[src/rtl/sha256_round_ctrl.sv]
// Round sequencer for the CSA-based SHA-256 compression datapath.
// Optional abort input enabled by defining SHA256_CTRL_ABORT_EN.
module sha256_round_ctrl #(
    parameter int NUM_ROUNDS = 64,
    parameter int MSG_WORDS  = 16,
    parameter int IDX_W      = 6
) (
    input  logic             clk,
    input  logic             rst,
    input  logic             start,
    input  logic             first_blk,
    input  logic             msg_valid,
`ifdef SHA256_CTRL_ABORT_EN
    input  logic             abort,
`endif
    output logic             msg_ready,
    output logic [IDX_W-1:0] round_idx,
    output logic             w_sel,
    output logic             rnd_en,
    output logic             init_hv,
    output logic             load_wv,
    output logic             hv_add,
    output logic             busy,
    output logic             done
);

    typedef enum logic [2:0] {
        IDLE,
        INIT,
        ROUND,
        FINAL,
        DONE
    } state_t;

    localparam logic [IDX_W-1:0] MSG_END = IDX_W'(MSG_WORDS);
    localparam logic [IDX_W-1:0] LAST_T  = IDX_W'(NUM_ROUNDS - 1);

    state_t           state, state_n;
    logic [IDX_W-1:0] t, t_n;
    logic             fb, fb_n;
    logic             msg_phase;
    logic             fire;
    logic             kill;

    // Shared decode: fire is Mealy on msg_valid during message rounds.
    always_comb begin
        msg_phase = (state == ROUND) && (t < MSG_END);
        fire      = (state == ROUND) && (msg_phase ? msg_valid : 1'b1);
        kill      = 1'b0;
`ifdef SHA256_CTRL_ABORT_EN
        kill      = abort && ((state == INIT) || (state == ROUND) || (state == FINAL));
`endif
    end

    always_ff @(posedge clk or posedge rst) begin
        if (rst) begin
            state <= IDLE;
            t     <= '0;
            fb    <= 1'b0;
        end else begin
            state <= state_n;
            t     <= t_n;
            fb    <= fb_n;
        end
    end

    always_comb begin
        state_n = state;
        t_n     = t;
        fb_n    = fb;
        unique case (state)
            IDLE: begin
                if (start) begin
                    fb_n    = first_blk;
                    t_n     = '0;
                    state_n = INIT;
                end
            end
            INIT:  state_n = ROUND;
            ROUND: begin
                if (fire) begin
                    if (t == LAST_T) begin
                        t_n     = '0;
                        state_n = FINAL;
                    end else begin
                        t_n = t + IDX_W'(1);
                    end
                end
            end
            FINAL: state_n = DONE;
            DONE:  state_n = IDLE;
            default: begin
                state_n = IDLE;
                t_n     = '0;
            end
        endcase
        if (kill) begin
            state_n = IDLE;
            t_n     = '0;
        end
    end

    always_comb begin
        msg_ready = msg_phase;
        round_idx = t;
        w_sel     = (state == ROUND) && !msg_phase;
        rnd_en    = fire;
        init_hv   = (state == INIT) && fb;
        load_wv   = (state == INIT);
        hv_add    = (state == FINAL);
        busy      = (state != IDLE);
        done      = (state == DONE);
    end

endmodule

[config.mk]
export PLATFORM = sky130hd
export DESIGN_NAME = sha256_round_ctrl
export DESIGN_NICKNAME = d
export VERILOG_FILES = /design/src/rtl/sha256_round_ctrl.sv
export SDC_FILE = /design/constraint.sdc
export NUM_CORES = 1
export LEC_CHECK = 0
export CORE_AREA = 2 2 41 43
export DETAILED_ROUTE_END_ITERATION = 10
export DIE_AREA = 0 0 43 45
export GPL_TIMING_DRIVEN = 0
export PLACE_DENSITY = 0.75
export SLEW_MARGIN = 20
export SYNTH_ARGS = -nofsm -noshare
export SYNTH_HDL_FRONTEND = slang
export SYNTH_SLANG_ARGS = --single-unit
[constraint.sdc]
create_clock -name clk -period 2 [get_ports clk]
set_input_delay 0.4 -clock clk [delete_from_list [all_inputs] [get_ports clk]]
set_output_delay 0.4 -clock clk [all_outputs]
set_load 0.1 [all_outputs]
Word level (Yosys, flattened, before mapping)
Cells that the tools add are included.
- bits in registers: 10
- word-level logic and storage cells: 34
- $add $sub $neg: 1
- $lt $le $gt $ge: 1
- eq/ne operators: 8
- muxes and demuxes: 9
- bitwise operators: 1
- reduce and logical (&&, ||, !) cells: 11
- operators with widths (cell ; number):
    $mux 6 ; 3
    $pmux 6 s3 ; 1
    $pmux 3 s4 ; 1
    $mux 3 ; 3
    $add 6x1->6 const B ; 1
    $eq 3x2->1 const B ; 2
    $eq 6x6->1 const B ; 1
    $lt 6x5->1 const B ; 1
    $reduce_and 3->1 ; 2
    $logic_and 1x1->1 ; 4
    $ne 2x2->1 const B ; 2
    $eq 3x1->1 const B ; 1
    $eq 3x3->1 const B ; 1
    $logic_not 3->1 ; 1
    $reduce_bool 3->1 ; 1
    $reduce_or 3->1 ; 1
    $ne 2x1->1 const B ; 1
    $reduce_and 2->1 ; 1
    $logic_not 1->1 ; 1
    $mux 1 ; 1
    $not 1->1 ; 1

Depth between registers and ports, before layout
Gate-level depths: netlist of run 1.
- depth after elaboration: 6
- depth in mapped cells: 6
- mapped depth without buffers: 5

Worst setup path after synthesis of run 1
OpenSTA, ideal clock, no wires.
- kind: register -> output
- start: register t[4], in the netlist round_idx[4]
- end: output rnd_en
- arrival: 2927 ps
- required time: 1600 ps
- path slack: -1327 ps
- stages on the path, launching flop included: 5
- path buffers: 0
- cell sequence: dfrtp_1 -> or2_2 -> nor4b_2 -> or2_2 -> nor2_1
- longest elaborated chain between the ends: 4
- ends and longest elaborated chain (what ; RTL line ; RTL):
    start, declared ; 39 ; logic [IDX_W-1:0] t, t_n;
    start signal, assigned ; 62 ; t <= t_n;
    $lt 6x5->1 ; 47 ; msg_phase = (state == ROUND) && (t < MSG_END);
    $logic_and 1x1->1 ; 47 ;
    $mux 1 ; 48 ; fire = (state == ROUND) && (msg_phase ? msg_valid : 1'b1);
    $logic_and 1x1->1 ; 48 ;
    end, declared ; 19 ; output logic rnd_en,
Every way passes these cells.

Worst setup path after layout of run 1
Ends and elaborated chain as after synthesis.

==> results.yml, run 1 <==
finish:
  antenna_cells: 0
  final_common_cell: "buf_4"
  layout_common_cells: "buf_4 (13), nor2_1 (7), clkbuf_4 (6)"
  layout.nets: 105
  area_growth_syn_to_layout_pct: 67.3
  drive_gt1_share_pct: 50.0
  stdcell_area_mm2: 0.00102
outcome:
  status: "finished with violations"
  failed_checks: "negative setup slack"
clocking:
  ctsHoldBuffers: 0
  clock_tree.root_cell: "clkbuf_4"
  cts_tree: "done"
  clock_latency_ns: 0.27
  clock_tree.buffer_depth: 2
  cts_sinks: 10
  cts.reportedPaths.clkPinSlew_ns: 0.08
  htreeDepth: 1
  cts_buffers: 3
timing:
  finalMaxSlewViolations: 0
  clock_skew_ns: 0.00390
  final_hold_viol_count: 0
  worstMarginPinSlew_ns: 0.956
  max_slew_margin_pct: 36.5
  period_minus_slack_ns: 2.17
  period_share_pct: 108
  grt_setup_unrepaired: "yes"
  max_freq_mhz: 461
  finalSetupViolCount: 2
  finalWorstSetupSlack_ns: -0.170
die:
  ios: 19
  dieWidth_um: 43
  die_h_um: 45
  die_area_mm2: 0.00194
  start_util_pct: 41.6
  fp-row-count: 14
  coreArea_mm2: 0.00147
global_routing:
  grt.busiest_layer: "met2"
  grtUsageMet1_pct: 22.4
  gr-total-overflow: 0
  grt_max_degree: 11
  use_met2_pct: 30.3
  grt_pass1_vias: 591
  grt_pass1_wl_mm: 2.58
  grt_usage_pct: 18.3
  gr-usage-met3_pct: 3.60
  antenna_found_initial: 0
route:
  drt-vias-per-instance: 5.20
  drc: 0
  ant_nets: 0
  drtPass1Iterations: 3
  num_vias: 593
  wl_per_cell_um: 13.9
  drt_iter0_drc: 9
  wirelength_mm: 1.59
place:
  pre_cts_ws_ns: -1.24
  portBuffers: 18
  post_dp_cell_area_um2: 860
  place_congestion: 0.775
  place_hpwl_um: 997
synth:
  synth_seq_area_share_pct: 40.9
  yosysWarningCount: 0
  synth_cell_types: 28
  syn_area_um2: 612
  postSynthAreaPerCell_um2: 9.71
  synth.net_count: 69
  syn_inst: 63
  ys_ff_latch: 10
setup_path:
  critPathMaxFanout: 6
  arrival_ns: 1.77
  worst_setup_path_end_kind: "output port"
  crit_required_ns: 1.60
  worstSetupStartpointType: "flop"
  path_class: "flop to output port"
hold_path:
  hold_class: "input pin to asynchronous set/reset pin"
run:
  maxCapViolCount: 0
[path summary, 6_finish.rpt]
kind | start | end | slack (ns) | cells past startpoint
hold / removal | rst | state[0]$_DFFE_PP0P_ | 0.41 | 2
setup reg to reg | state[2]$_DFFE_PP0P_ | round_idx[0]$_DFFE_PP0P_ | 0.08 | 6
hold reg to reg | fb$_DFFE_PP0P_ | fb$_DFFE_PP0P_ | 0.51 | 1
min in group clk | fb$_DFFE_PP0P_ | fb$_DFFE_PP0P_ | 0.51 | 1
setup / recovery | round_idx[4]$_DFFE_PP0P_ | rnd_en | -0.17 | 5
max in group asynchronous | rst | round_idx[4]$_DFFE_PP0P_ | 1.27 | 2
[flip-flops by register name, indices dropped and copies added, names as in the netlist]
| register | count |
|---|---|
| state | 3 |
| round_idx | 6 |
| fb | 1 |
[worst max-delay path, cell delays in order (launching register included)]
cell and delay (ns):
dfrtp_4 0.51, or2_4 0.29, nor4b_4 0.31, or2_4 0.19, nor2_4 0.04, buf_12 0.16
[routing by layer]
metal  share of wire, %  up-vias
li1                   -      296
met1                 41      278
met2                 52       15
met3                4.7        4
met4                1.8        0
met5                  0        -
[cell families after synthesis]
group	count (synthesis)	synth area share, %
simple gates	33	31.5
compound gates	14	19.4
flops	10	40.9
buf+inv	4	4.30
mux	1	1.84
fa+ha+maj	1	2.04
[layout make-up]
class	count	area, um^2
buffer	2	22.5
multi-input combinational	49	383
timing repair buffer	31	290
sequential	10	264
tap	16	20.0
inverter	2	7.51
clock buffer	4	36.3
fill	122	448
[what timing repair did]
action                                  4_1_cts  5_1_grt
buffers inserted                              8        5
resized for setup                            57       14
endpoints found under the setup margin       14        9
pin swaps                                     2        3
[metrics by stage]
step	util [%]	TNS, ns	hold WS, ns	std cells
final	69.6	-0.209	0.412	114
after global placement	58.4	-4.18	0.492	97
after floorplan	-	-0.191	0.240	63
after global routing	69.6	-0.337	0.455	114
after detailed placement	58.4	-4.22	0.500	97
after CTS	65.8	-0.286	0.433	109
[cells in the mapped netlist (all sizes together)]
master	n	share of area [%]
nand2b	3	3.1
nor3	1	0.82
inv	2	1.2
a31oi	1	3.5
a211o	2	3.3
a21o	1	1.2
nor4	1	1.0
and3	1	1.0
nor2b	1	1.0
or4b	1	1.6
mux2	1	1.8
nor2	10	6.1
o21ai	4	3.3
and2	4	4.1
a32o	2	3.3
or2	3	3.1
or3	1	1.0
dfrtp	10	41
and2b	1	1.2
or3b	2	2.9
ha	1	2.0
buf	2	3.1
nand3	1	0.82
o31ai	4	4.9
nor4b	1	2.5
nand2	2	1.2
Power of run 1 is left out: the tool's default activity adds up to more than one toggle a clock period on the data nets, which glitch-free logic cannot reach.
==> inputs of run 2 (changes only) <==
--- a/config.mk
+++ b/config.mk
@@ -10,7 +10,6 @@
 export DIE_AREA = 0 0 43 45
 export GPL_TIMING_DRIVEN = 0
 export PLACE_DENSITY = 0.75
-export SLEW_MARGIN = 20
 export SYNTH_ARGS = -nofsm -noshare
 export SYNTH_HDL_FRONTEND = slang
 export SYNTH_SLANG_ARGS = --single-unit
==> results of run 2 <==
Same layout as run 1: the final DEF is identical, and so are final timing and power.
Power of run 2 is left out for the same reason.
==> inputs of run 3 (changes only) <==
--- a/config.mk
+++ b/config.mk
@@ -10,6 +10,7 @@
 export DIE_AREA = 0 0 43 45
 export GPL_TIMING_DRIVEN = 0
 export PLACE_DENSITY = 0.75
+export SLEW_MARGIN = 10
 export SYNTH_ARGS = -nofsm -noshare
 export SYNTH_HDL_FRONTEND = slang
 export SYNTH_SLANG_ARGS = --single-unit
==> results of run 3 <==
Same layout as run 1: the final DEF is identical, and so are final timing and power.
Power of run 3 is left out for the same reason.
